$ cat config.mk
export PLATFORM = sky130hd
export DESIGN_NAME = alu_arbiter
export DESIGN_NICKNAME = d
export VERILOG_FILES = /design/src/rtl/alu_pkg.sv /design/src/rtl/rr_arb2.sv /design/src/rtl/alu_arbiter.sv
export SDC_FILE = /design/constraint.sdc
export NUM_CORES = 1
export LEC_CHECK = 0
export CAP_MARGIN = 20
export CORE_MARGIN = 2
export CORE_UTILIZATION = 40
export CTS_BUF_LIST = sky130_fd_sc_hd__clkbuf_4 sky130_fd_sc_hd__clkbuf_8 sky130_fd_sc_hd__clkbuf_16
export DETAILED_ROUTE_END_ITERATION = 10
export PLACE_DENSITY = 0.84
export SLEW_MARGIN = 0
export SYNTH_ARGS = -nofsm -noshare
export SYNTH_HDL_FRONTEND = slang
export SYNTH_HIERARCHICAL = 1
export SYNTH_SLANG_ARGS = --single-unit
$ cat constraint.sdc
create_clock -name clk -period 2.56 [get_ports clk]
set_input_delay 0.256 -clock clk [delete_from_list [all_inputs] [get_ports clk]]
set_output_delay 0.256 -clock clk [all_outputs]
set_load 0.05 [all_outputs]
$ cat src/rtl/alu_pkg.sv
// Shared definitions for the ALU and the arbiter/sequencer that front-ends it.
// Holds the opcode encodings, the flag bit positions inside the 5-bit flag
// vector, and the sequencer FSM state encodings.
package alu_pkg;

  localparam logic [3:0] OP_ADD       = 4'd1;
  localparam logic [3:0] OP_ADD_CARRY = 4'd2;
  localparam logic [3:0] OP_SUB       = 4'd3;
  localparam logic [3:0] OP_INC       = 4'd4;
  localparam logic [3:0] OP_DEC       = 4'd5;
  localparam logic [3:0] OP_AND       = 4'd6;
  localparam logic [3:0] OP_NOT       = 4'd7;
  localparam logic [3:0] OP_ROL       = 4'd8;
  localparam logic [3:0] OP_ROR       = 4'd9;

  localparam int FLAG_CARRY   = 4;
  localparam int FLAG_BORROW  = 3;
  localparam int FLAG_ZERO    = 2;
  localparam int FLAG_PARITY  = 1;
  localparam int FLAG_INVALID = 0;
  localparam int NUM_FLAGS    = 5;

  typedef enum logic [1:0] {
    ST_IDLE = 2'd0,
    ST_EXEC = 2'd1,
    ST_RESP = 2'd2
  } state_e;

endpackage

$ cat src/rtl/rr_arb2.sv
// Two-way round-robin arbiter.
// Ports:
//   clk, reset_n : clock, synchronous active-low reset (pointer -> requester 0)
//   en           : grants are only issued while en is high
//   req_valid    : per-requester request
//   grant        : one-hot grant (combinational from req_valid, en, pointer)
// Any grant is taken as an accept; the pointer then moves to the requester
// that was not granted, including when only one requester was valid.
module rr_arb2 (
  input  logic       clk,
  input  logic       reset_n,
  input  logic       en,
  input  logic [1:0] req_valid,
  output logic [1:0] grant
);
  import alu_pkg::*;

  logic ptr_q;
  logic ptr_d;

  always_comb begin
    grant = 2'b00;
    if (en) begin
      unique case (req_valid)
        2'b01:   grant = 2'b01;
        2'b10:   grant = 2'b10;
        2'b11:   grant = ptr_q ? 2'b10 : 2'b01;
        default: grant = 2'b00;
      endcase
    end
  end

  always_comb begin
    ptr_d = ptr_q;
    if (|grant) ptr_d = grant[0];
  end

  always_ff @(posedge clk) begin
    if (!reset_n) ptr_q <= 1'b0;
    else          ptr_q <= ptr_d;
  end

endmodule

$ cat src/rtl/alu_arbiter.sv
// Round-robin arbiter and sequencer sharing one combinational ALU between two
// requesters. One operation is in flight at a time: accept -> drive registered
// operands for one cycle -> capture result/flags -> hold response until taken.
//
// state | meaning
// IDLE  | waiting for a request; req_ready shows the arbiter grant
// EXEC  | alu_* registered, ALU settling; result captured at end of cycle
// RESP  | rsp_valid high, response held until rsp_ready
//
// Ports:
//   clk, reset_n             : clock, synchronous active-low reset
//   req_valid / req_ready    : per-requester request handshake
//   req{0,1}_*               : per-requester opcode, operands, carry in
//   alu_*                    : registered ALU inputs; alu_y/alu_flags back
//   rsp_valid / rsp_ready    : response handshake
//   rsp_id, rsp_y, rsp_flags : requester id, captured result and flags
module alu_arbiter #(
  parameter int BUS_WIDTH = 8
) (
  input  logic                 clk,
  input  logic                 reset_n,
  input  logic [1:0]           req_valid,
  output logic [1:0]           req_ready,
  input  logic [3:0]           req0_opcode,
  input  logic [BUS_WIDTH-1:0] req0_a,
  input  logic [BUS_WIDTH-1:0] req0_b,
  input  logic                 req0_carry_in,
  input  logic [3:0]           req1_opcode,
  input  logic [BUS_WIDTH-1:0] req1_a,
  input  logic [BUS_WIDTH-1:0] req1_b,
  input  logic                 req1_carry_in,
  output logic [3:0]           alu_opcode,
  output logic [BUS_WIDTH-1:0] alu_a,
  output logic [BUS_WIDTH-1:0] alu_b,
  output logic                 alu_carry_in,
  input  logic [BUS_WIDTH-1:0] alu_y,
  input  logic [4:0]           alu_flags,
  output logic                 rsp_valid,
  input  logic                 rsp_ready,
  output logic                 rsp_id,
  output logic [BUS_WIDTH-1:0] rsp_y,
  output logic [4:0]           rsp_flags
);
  import alu_pkg::*;

  state_e state_q;
  state_e state_d;

  logic       arb_en;
  logic [1:0] grant;
  logic       accept;

  logic [3:0]           alu_opcode_q, alu_opcode_d;
  logic [BUS_WIDTH-1:0] alu_a_q,      alu_a_d;
  logic [BUS_WIDTH-1:0] alu_b_q,      alu_b_d;
  logic                 alu_cin_q,    alu_cin_d;
  logic                 rsp_id_q,     rsp_id_d;
  logic [BUS_WIDTH-1:0] rsp_y_q,      rsp_y_d;
  logic [4:0]           rsp_flags_q,  rsp_flags_d;

  rr_arb2 u_arb (
    .clk       (clk),
    .reset_n   (reset_n),
    .en        (arb_en),
    .req_valid (req_valid),
    .grant     (grant)
  );

  assign accept = |(req_valid & grant);

  // State register
  always_ff @(posedge clk) begin
    if (!reset_n) state_q <= ST_IDLE;
    else          state_q <= state_d;
  end

  // Next-state logic
  always_comb begin
    state_d = state_q;
    unique case (state_q)
      ST_IDLE: if (accept)    state_d = ST_EXEC;
      ST_EXEC:                state_d = ST_RESP;
      ST_RESP: if (rsp_ready) state_d = ST_IDLE;
      default:                state_d = ST_IDLE;
    endcase
  end

  // Outputs
  always_comb begin
    arb_en    = (state_q == ST_IDLE);
    rsp_valid = (state_q == ST_RESP);
    req_ready = grant;
  end

  // Datapath: operands captured on accept, result captured at end of EXEC.
  always_comb begin
    alu_opcode_d = alu_opcode_q;
    alu_a_d      = alu_a_q;
    alu_b_d      = alu_b_q;
    alu_cin_d    = alu_cin_q;
    rsp_id_d     = rsp_id_q;
    rsp_y_d      = rsp_y_q;
    rsp_flags_d  = rsp_flags_q;
    if (accept) begin
      rsp_id_d = grant[1];
      if (grant[1]) begin
        alu_opcode_d = req1_opcode;
        alu_a_d      = req1_a;
        alu_b_d      = req1_b;
        alu_cin_d    = req1_carry_in;
      end else begin
        alu_opcode_d = req0_opcode;
        alu_a_d      = req0_a;
        alu_b_d      = req0_b;
        alu_cin_d    = req0_carry_in;
      end
    end
    if (state_q == ST_EXEC) begin
      rsp_y_d     = alu_y;
      rsp_flags_d = alu_flags;
    end
  end

  always_ff @(posedge clk) begin
    if (!reset_n) begin
      alu_opcode_q <= '0;
      alu_a_q      <= '0;
      alu_b_q      <= '0;
      alu_cin_q    <= 1'b0;
      rsp_id_q     <= 1'b0;
      rsp_y_q      <= '0;
      rsp_flags_q  <= '0;
    end else begin
      alu_opcode_q <= alu_opcode_d;
      alu_a_q      <= alu_a_d;
      alu_b_q      <= alu_b_d;
      alu_cin_q    <= alu_cin_d;
      rsp_id_q     <= rsp_id_d;
      rsp_y_q      <= rsp_y_d;
      rsp_flags_q  <= rsp_flags_d;
    end
  end

  assign alu_opcode   = alu_opcode_q;
  assign alu_a        = alu_a_q;
  assign alu_b        = alu_b_q;
  assign alu_carry_in = alu_cin_q;
  assign rsp_id       = rsp_id_q;
  assign rsp_y        = rsp_y_q;
  assign rsp_flags    = rsp_flags_q;

endmodule

==> flow_results.xml, run 1 <==
<?xml version="1.0" encoding="UTF-8"?>
<metrics>
  <group name="yosys">
    <metric name="number_of_enable_flip_flop_cells_after_synthesis" unit="">0</metric>
    <metric name="ys_seq_area_share" unit="%">45.5</metric>
    <metric name="postSynthAreaPerCell" unit="um^2">9.61</metric>
    <metric name="synthesis.area" unit="mm^2">0.00167</metric>
    <metric name="synth_top_cells_by_area" unit="">sky130_fd_sc_hd__dfxtp_1 46%, sky130_fd_sc_hd__mux2i_1 13%, sky130_fd_sc_hd__o211a_1 13%</metric>
    <metric name="ys_types" unit="">20</metric>
    <metric name="yosys_warnings" unit="">6</metric>
    <metric name="synthDominantAreaCellType" unit="">sky130_fd_sc_hd__dfxtp_1</metric>
    <metric name="post-synth-top-count-cell" unit="">sky130_fd_sc_hd__nand2_1</metric>
    <metric name="async_flop_share" unit="%">0</metric>
    <metric name="postSynth.topFlopCell" unit="">sky130_fd_sc_hd__dfxtp_1</metric>
    <metric name="synth_top_area_share" unit="%">45.5</metric>
    <metric name="synth.net_count" unit="">234</metric>
    <metric name="syn-instance-count" unit="">174</metric>
    <metric name="synthTopCellsByCount" unit="">50 x sky130_fd_sc_hd__nand2_1, 38 x sky130_fd_sc_hd__dfxtp_1, 21 x sky130_fd_sc_hd__mux2i_1, 21 x sky130_fd_sc_hd__o211a_1, 13 x sky130_fd_sc_hd__a21boi_0</metric>
    <metric name="ys_ff_latch" unit="">38</metric>
  </group>
  <group name="global_route">
    <metric name="grt_overflow_total" unit="">0</metric>
    <metric name="grt_max_degree" unit="">44</metric>
    <metric name="antenna_violations_before_repair" unit="">0</metric>
    <metric name="vias_in_the_first_global_route" unit="">1431</metric>
    <metric name="grtUsageTotal" unit="%">17.0</metric>
    <metric name="grt_pass1_wl" unit="um">6080</metric>
  </group>
  <group name="die">
    <metric name="initial_utilization" unit="%">41.8</metric>
    <metric name="die_w" unit="um">68.6</metric>
    <metric name="core_area" unit="mm^2">0.00400</metric>
    <metric name="ioPinCount" unit="">98</metric>
    <metric name="dieArea" unit="mm^2">0.00471</metric>
    <metric name="rows" unit="">23</metric>
    <metric name="die_height" unit="um">68.6</metric>
  </group>
  <group name="cells_and_area">
    <metric name="layoutNonFillerInstCount" unit="">319</metric>
    <metric name="layout.cell_area.non_filler" unit="mm^2">0.00276</metric>
    <metric name="diodes" unit="">0</metric>
    <metric name="multi_input_comb_area" unit="um^2">813</metric>
    <metric name="layout_cells_sized_above_1" unit="%">5.58</metric>
    <metric name="syn_to_final_growth" unit="%">64.9</metric>
    <metric name="fillerInstances" unit="">360</metric>
    <metric name="net_count_of_the_finished_layout" unit="">329</metric>
    <metric name="sequential_cell_area" unit="um^2">761</metric>
  </group>
  <group name="critical_path">
    <metric name="cp_max_fo" unit="">8</metric>
    <metric name="timing.rr.end" unit="">alu_opcode[2]</metric>
    <metric name="worst_ep_required_time" unit="ps">2300</metric>
    <metric name="regToRegStartpoint" unit="">state_q[0]</metric>
    <metric name="worst_setup_path_startpoint" unit="">state_q[0]</metric>
    <metric name="timing.critical_path.to" unit="">req_ready[1]</metric>
    <metric name="setup.worst_path.end_class" unit="">output pin</metric>
    <metric name="reg2reg_slack" unit="ps">740</metric>
    <metric name="rr_worst_depth" unit="">7</metric>
    <metric name="timing.critical_path.from_type" unit="">register</metric>
    <metric name="cp_data_arrival_time" unit="ps">1730</metric>
    <metric name="setup.worst_path.class" unit="">register to output pin</metric>
  </group>
  <group name="routing">
    <metric name="drc" unit="">0</metric>
    <metric name="vias" unit="">1548</metric>
    <metric name="total_detailed_routing_wirelength" unit="um">3950</metric>
    <metric name="wl_per_cell" unit="um">12.4</metric>
    <metric name="vias_per_cell" unit="">4.85</metric>
    <metric name="initialDrtViolationCount" unit="">53</metric>
    <metric name="drtAntennaViolNets" unit="">0</metric>
    <metric name="dr.pass1.iters" unit="">4</metric>
  </group>
  <group name="cts">
    <metric name="clock_network_latency_to_the_later_pin_of_the_worst_skew_pair" unit="ps">280</metric>
    <metric name="clk_pin_slew" unit="ps">70</metric>
    <metric name="cts_max_level" unit="">2</metric>
    <metric name="tritoncts.num_buffers" unit="">5</metric>
    <metric name="cts_resized" unit="">0</metric>
    <metric name="post_cts_setup_driven_buffer_insertion_count" unit="">0</metric>
    <metric name="cts_tree" unit="">done</metric>
    <metric name="cts_hold_repair.buffers" unit="">0</metric>
    <metric name="clock_tree.buffer_depth" unit="">2</metric>
    <metric name="clock_tree.root_cell" unit="">sky130_fd_sc_hd__clkbuf_8</metric>
    <metric name="tritoncts_num_sinks" unit="">38</metric>
  </group>
  <group name="min_path">
    <metric name="min_path_type" unit="">register to register</metric>
  </group>
  <group name="timing">
    <metric name="drv_slew" unit="">0</metric>
    <metric name="sum_of_negative_setup_slack" unit="ps">0</metric>
    <metric name="final.min_clock_period" unit="ps">1990</metric>
    <metric name="post-route-worst-setup-slack" unit="ps">574</metric>
    <metric name="period_share" unit="%">77.6</metric>
    <metric name="setup_viol" unit="">0</metric>
    <metric name="fin_skew" unit="ps">2.91</metric>
    <metric name="setup_repair_after_global_routing_missed_its_margin" unit="">no</metric>
    <metric name="maxSlewHeadroom" unit="%">38.9</metric>
    <metric name="tightestPinTransition" unit="ps">914</metric>
    <metric name="report.final.hold_viol_count" unit="">0</metric>
    <metric name="maxClockFrequency" unit="GHz">0.504</metric>
  </group>
  <group name="power_and_ir_drop">
    <metric name="post-layout-total-power" unit="mW">1.66</metric>
    <metric name="p_per_area" unit="mW/mm^2">602</metric>
    <metric name="vdd.ir_drop.worst" unit="mV">0.329</metric>
    <metric name="leakagePower" unit="nW">1.23</metric>
  </group>
  <group name="status">
    <metric name="run_status" unit="">finished clean</metric>
  </group>
  <group name="placed_design">
    <metric name="pre_cts_ws" unit="ps">507</metric>
    <metric name="placement.io_buffers" unit="">97</metric>
    <metric name="dpl_cell_area" unit="mm^2">0.00267</metric>
    <metric name="gp_routability_congestion" unit="">0.687</metric>
    <metric name="hpwlAfterDp" unit="um">2930</metric>
    <metric name="numPlacedInstances" unit="">312</metric>
  </group>
  <group name="job">
    <metric name="cap_viol_max_count" unit="">0</metric>
  </group>
</metrics>
-- registers in the layout (all words and copies together) (netlist names) --
name,flops
alu_b,8
alu_opcode,4
state_q,2
rsp_id,1
alu_carry_in,1
u_arb/ptr_q,1
rsp_y,8
rsp_flags,5
alu_a,8
-- cell type report --
type	count	share of cell area (%)
inverters	2	0.272
clock buffers	7	3.04
repair buffers	102	37.3
well taps	50	2.27
multi-input cells	120	29.5
flip-flops and latches	38	27.6
-- worst min path at each step --
stage | start | endpoint | slack [ps] | cells past startpoint
3_3_place_gp | rsp_flags[4] | rsp_flags[4] | 450 | 2
5_1_grt | rsp_flags[2] | rsp_flags[2] | 480 | 2
4_1_cts | rsp_flags[2] | rsp_flags[2] | 470 | 2
2_1_floorplan | req_valid[1] | u_arb/ptr_q | 370 | 1
6_report | rsp_y[3] | rsp_y[3] | 460 | 2
3_5_place_dp | rsp_flags[2] | rsp_flags[2] | 460 | 2
-- where the power goes --
part	total (mW)	switching [mW]	internal, mW
Sequential	0.676	0.0287	0.647
Clock	0.395	0.186	0.209
Combinational	0.588	0.330	0.258
-- critical path: stages (launching register included) --
cell                      delay [ps]
sky130_fd_sc_hd__dfxtp_1         330
sky130_fd_sc_hd__nor2_1          270
sky130_fd_sc_hd__nand2_1         140
sky130_fd_sc_hd__a21oi_4         280
sky130_fd_sc_hd__buf_4           270
sky130_fd_sc_hd__buf_12          160
-- cell families (layout without fill, tap and decap cells) --
| kind of cell | after synthesis | in the layout | synth area share [%] |
|---|---|---|---|
| AO/OA/AOI/OAI | 42 | 42 | 21.7 |
| buffers and inverters | 16 | 111 | 6.51 |
| flip-flops | 38 | 38 | 45.5 |
| multiplexers | 21 | 21 | 12.6 |
| AND/OR/NAND/NOR | 57 | 57 | 13.7 |
-- cells in the final DEF (no fill, tap or decap), types with 4 or more instances in the layout --
| master | n |
|---|---|
| sky130_fd_sc_hd__clkdlybuf4s50_1 | 95 |
| sky130_fd_sc_hd__nand2_1 | 50 |
| sky130_fd_sc_hd__dfxtp_1 | 38 |
| sky130_fd_sc_hd__mux2i_1 | 21 |
| sky130_fd_sc_hd__o211a_1 | 21 |
| sky130_fd_sc_hd__a21boi_0 | 13 |
| sky130_fd_sc_hd__clkbuf_8 | 5 |
| sky130_fd_sc_hd__buf_4 | 5 |
| sky130_fd_sc_hd__nor2b_1 | 4 |
-- layer usage --
layer | wire [um] | global-route usage, % | part of all wire, %
met2 | 1840 | 28.7 | 47
met1 | 1750 | 20.4 | 44
met3 | 334 | 5.68 | 8.4
met5 | 0 | 0 | 0
met4 | 31 | 5.25 | 0.78
-- through the flow --
stage	hold WS [ps]	utilization, %
6_report	463	68.9
5_1_grt	483	68.9
4_1_cts	467	68.9
3_5_place_dp	458	66.8
3_3_place_gp	450	66.8
2_1_floorplan	368	-
Power figures use the tool's default switching activity.
==> run 2: changes to the inputs <==
--- a/config.mk
+++ b/config.mk
@@ -7,10 +7,10 @@
 export LEC_CHECK = 0
 export CAP_MARGIN = 20
 export CORE_MARGIN = 2
-export CORE_UTILIZATION = 40
+export CORE_UTILIZATION = 37
 export CTS_BUF_LIST = sky130_fd_sc_hd__clkbuf_4 sky130_fd_sc_hd__clkbuf_8 sky130_fd_sc_hd__clkbuf_16
 export DETAILED_ROUTE_END_ITERATION = 10
-export PLACE_DENSITY = 0.84
+export PLACE_DENSITY = 0.79
 export SLEW_MARGIN = 0
 export SYNTH_ARGS = -nofsm -noshare
 export SYNTH_HDL_FRONTEND = slang
==> constraint.sdc (replaced) <==
create_clock -name clk -period 1.9 [get_ports clk]
set_input_delay 0.19 -clock clk [delete_from_list [all_inputs] [get_ports clk]]
set_output_delay 0.19 -clock clk [all_outputs]
set_load 0.05 [all_outputs]
==> flow_results.xml, run 2 (synthesis results as in run 1) <==
<?xml version="1.0" encoding="UTF-8"?>
<metrics>
  <group name="routing">
    <metric name="drtAntennaViolNets" unit="">0</metric>
    <metric name="initialDrtViolationCount" unit="">53</metric>
    <metric name="route.layer.met1.wl" unit="um">1580</metric>
    <metric name="wl_met3" unit="um">388</metric>
    <metric name="vias_per_cell" unit="">4.76</metric>
    <metric name="wl_per_cell" unit="um">12.1</metric>
    <metric name="vias" unit="">1553</metric>
    <metric name="total_detailed_routing_wirelength" unit="um">3940</metric>
    <metric name="dr.pass1.iters" unit="">6</metric>
    <metric name="highest-signal-layer" unit="">met4</metric>
    <metric name="drc" unit="">0</metric>
    <metric name="met2WireLength" unit="um">1920</metric>
  </group>
  <group name="cells_and_area">
    <metric name="syn_to_final_growth" unit="%">72.2</metric>
    <metric name="layoutNonFillerInstCount" unit="">326</metric>
    <metric name="most-common-layout-cells" unit="">94 x sky130_fd_sc_hd__clkdlybuf4s50_1, 50 x sky130_fd_sc_hd__nand2_1, 38 x sky130_fd_sc_hd__dfxtp_1</metric>
    <metric name="layout.cell_area.non_filler" unit="mm^2">0.00288</metric>
    <metric name="layout_commonest_cell" unit="">sky130_fd_sc_hd__clkdlybuf4s50_1</metric>
    <metric name="fillerInstances" unit="">353</metric>
    <metric name="diodes" unit="">0</metric>
    <metric name="net_count_of_the_finished_layout" unit="">333</metric>
    <metric name="utilization" unit="%">66.1</metric>
    <metric name="layout_cells_sized_above_1" unit="%">7.66</metric>
  </group>
  <group name="timing">
    <metric name="sum_of_negative_setup_slack" unit="ps">0</metric>
    <metric name="fin_skew" unit="ps">7.99</metric>
    <metric name="setup_viol" unit="">0</metric>
    <metric name="period_share" unit="%">87.9</metric>
    <metric name="tightestPinTransition" unit="ps">517</metric>
    <metric name="maxClockFrequency" unit="GHz">0.599</metric>
    <metric name="maxSlewHeadroom" unit="%">65.4</metric>
    <metric name="drv_slew" unit="">0</metric>
    <metric name="post-route-worst-setup-slack" unit="ps">230</metric>
    <metric name="final.min_clock_period" unit="ps">1670</metric>
    <metric name="report.final.hold_viol_count" unit="">0</metric>
    <metric name="setup_repair_after_global_routing_missed_its_margin" unit="">no</metric>
    <metric name="final.hold.worst_slack" unit="ps">458</metric>
  </group>
  <group name="critical_path">
    <metric name="worst_ep_required_time" unit="ps">1710</metric>
    <metric name="setup.worst_path.end_class" unit="">output pin</metric>
    <metric name="timing.rr.end" unit="">alu_opcode[1]</metric>
    <metric name="reg2reg_slack" unit="ps">320</metric>
    <metric name="regToRegStartpoint" unit="">state_q[0]</metric>
    <metric name="rr_worst_depth" unit="">7</metric>
    <metric name="timing.critical_path.from_type" unit="">register</metric>
    <metric name="setup.worst_path.class" unit="">register to output pin</metric>
    <metric name="cp_max_fo" unit="">17</metric>
    <metric name="cp_data_arrival_time" unit="ps">1480</metric>
    <metric name="worst_setup_path_startpoint" unit="">state_q[0]</metric>
    <metric name="timing.critical_path.to" unit="">req_ready[1]</metric>
  </group>
  <group name="die">
    <metric name="die_height" unit="um">71.2</metric>
    <metric name="rows" unit="">24</metric>
    <metric name="core_area" unit="mm^2">0.00435</metric>
    <metric name="initial_utilization" unit="%">38.4</metric>
    <metric name="ioPinCount" unit="">98</metric>
    <metric name="die_w" unit="um">71.2</metric>
    <metric name="dieArea" unit="mm^2">0.00507</metric>
  </group>
  <group name="global_route">
    <metric name="grt_max_degree" unit="">44</metric>
    <metric name="grtUsageTotal" unit="%">16.4</metric>
    <metric name="vias_in_the_first_global_route" unit="">1520</metric>
    <metric name="grt_pass1_wl" unit="um">6650</metric>
    <metric name="antenna_violations_before_repair" unit="">0</metric>
    <metric name="grt_overflow_total" unit="">0</metric>
  </group>
  <group name="power_and_ir_drop">
    <metric name="power.clock.fraction" unit="%">32.6</metric>
    <metric name="cell_internal_pwr" unit="mW">1.80</metric>
    <metric name="leakagePower" unit="nW">1.30</metric>
    <metric name="post-layout-total-power" unit="mW">2.56</metric>
    <metric name="share_seq_of_total_power" unit="%">35.5</metric>
    <metric name="power.share.combinational" unit="%">31.9</metric>
    <metric name="power.switching" unit="mW">0.763</metric>
    <metric name="vdd.ir_drop.worst" unit="mV">0.387</metric>
    <metric name="sw_share" unit="%">29.8</metric>
    <metric name="p_per_area" unit="mW/mm^2">890</metric>
  </group>
  <group name="cts">
    <metric name="cts_max_level" unit="">2</metric>
    <metric name="cts_hold_repair.buffers" unit="">0</metric>
    <metric name="cts_tree" unit="">done</metric>
    <metric name="clk_pin_slew" unit="ps">80</metric>
    <metric name="tritoncts_num_sinks" unit="">38</metric>
    <metric name="clock_tree.root_cell" unit="">sky130_fd_sc_hd__clkbuf_8</metric>
    <metric name="clock_network_latency_to_the_later_pin_of_the_worst_skew_pair" unit="ps">280</metric>
    <metric name="clock_tree.buffer_depth" unit="">2</metric>
    <metric name="tritoncts.num_buffers" unit="">5</metric>
  </group>
  <group name="job">
    <metric name="cap_viol_max_count" unit="">0</metric>
  </group>
  <group name="placed_design">
    <metric name="numPlacedInstances" unit="">318</metric>
    <metric name="placement.io_buffers" unit="">97</metric>
    <metric name="pre_cts_ws" unit="ps">123</metric>
    <metric name="dpl_cell_area" unit="mm^2">0.00273</metric>
    <metric name="hpwlAfterDp" unit="um">2950</metric>
    <metric name="gp_routability_congestion" unit="">0.780</metric>
  </group>
  <group name="status">
    <metric name="run_status" unit="">finished clean</metric>
  </group>
  <group name="min_path">
    <metric name="min_path_type" unit="">input port to register</metric>
  </group>
</metrics>
## run 2: power groups by stage
stage	clock network (mW)	logic, mW	registers [mW]
final	0.837	0.817	0.910
after floorplan	0	0.267	1.16
after detailed placement	0	0.826	0.927
after global placement	0	0.819	0.926
after CTS	0.860	0.828	0.910
after global routing	0.893	0.871	0.920
## run 2: cell type report
class                      count  area, um^2  share of cell area, %
clock buffer                   6        82.6                   2.87
clock inverter                 2        60.1                   2.09
inverter                       2        7.51                  0.261
multi-input combinational    120         817                   28.4
sequential                    38         761                   26.4
tap                           52        65.1                   2.26
timing repair buffer         106        1090                   37.7
## run 2: repair_timing
item,4_1_cts,5_1_grt
endpoints found under the setup margin,0,1
buffers inserted,0,0
gates resized for setup,0,1
## run 2: how the worst min path moves through the flow
stage                      start     endpoint  slack [ps]  cells past startpoint
detailed placement      rsp_y[3]     rsp_y[3]         460                      2
finish                  alu_y[7]     rsp_y[7]         460                      3
global placement        rsp_y[3]     rsp_y[3]         450                      2
floorplan           req_valid[1]  u_arb/ptr_q         300                      1
global route            alu_y[5]     rsp_y[5]         460                      3
CTS                     alu_y[2]     rsp_y[2]         450                      3
## run 2: critical path: stages, from the launching register on
cell                      delay (ps)
sky130_fd_sc_hd__dfxtp_1         340
sky130_fd_sc_hd__nor2_1          190
sky130_fd_sc_hd__nand2_1         120
sky130_fd_sc_hd__a21oi_4         190
sky130_fd_sc_hd__buf_12          200
sky130_fd_sc_hd__buf_12          150
## run 2: metal layers
layer  up-vias  GRT usage, %
met5         -             0
met1       694          18.2
met3         5          5.34
met4         0          6.29
met2        60          29.0
li1        794             -
==> run 3: changes to the inputs <==
--- a/config.mk
+++ b/config.mk
@@ -9,6 +9,7 @@
 export CORE_MARGIN = 2
 export CORE_UTILIZATION = 37
 export CTS_BUF_LIST = sky130_fd_sc_hd__clkbuf_4 sky130_fd_sc_hd__clkbuf_8 sky130_fd_sc_hd__clkbuf_16
+export CTS_CLUSTER_DIAMETER = 120
 export DETAILED_ROUTE_END_ITERATION = 10
 export PLACE_DENSITY = 0.79
 export SLEW_MARGIN = 0
==> results of run 3 <==
The final DEF is identical to that of run 2; final timing and power are the same.
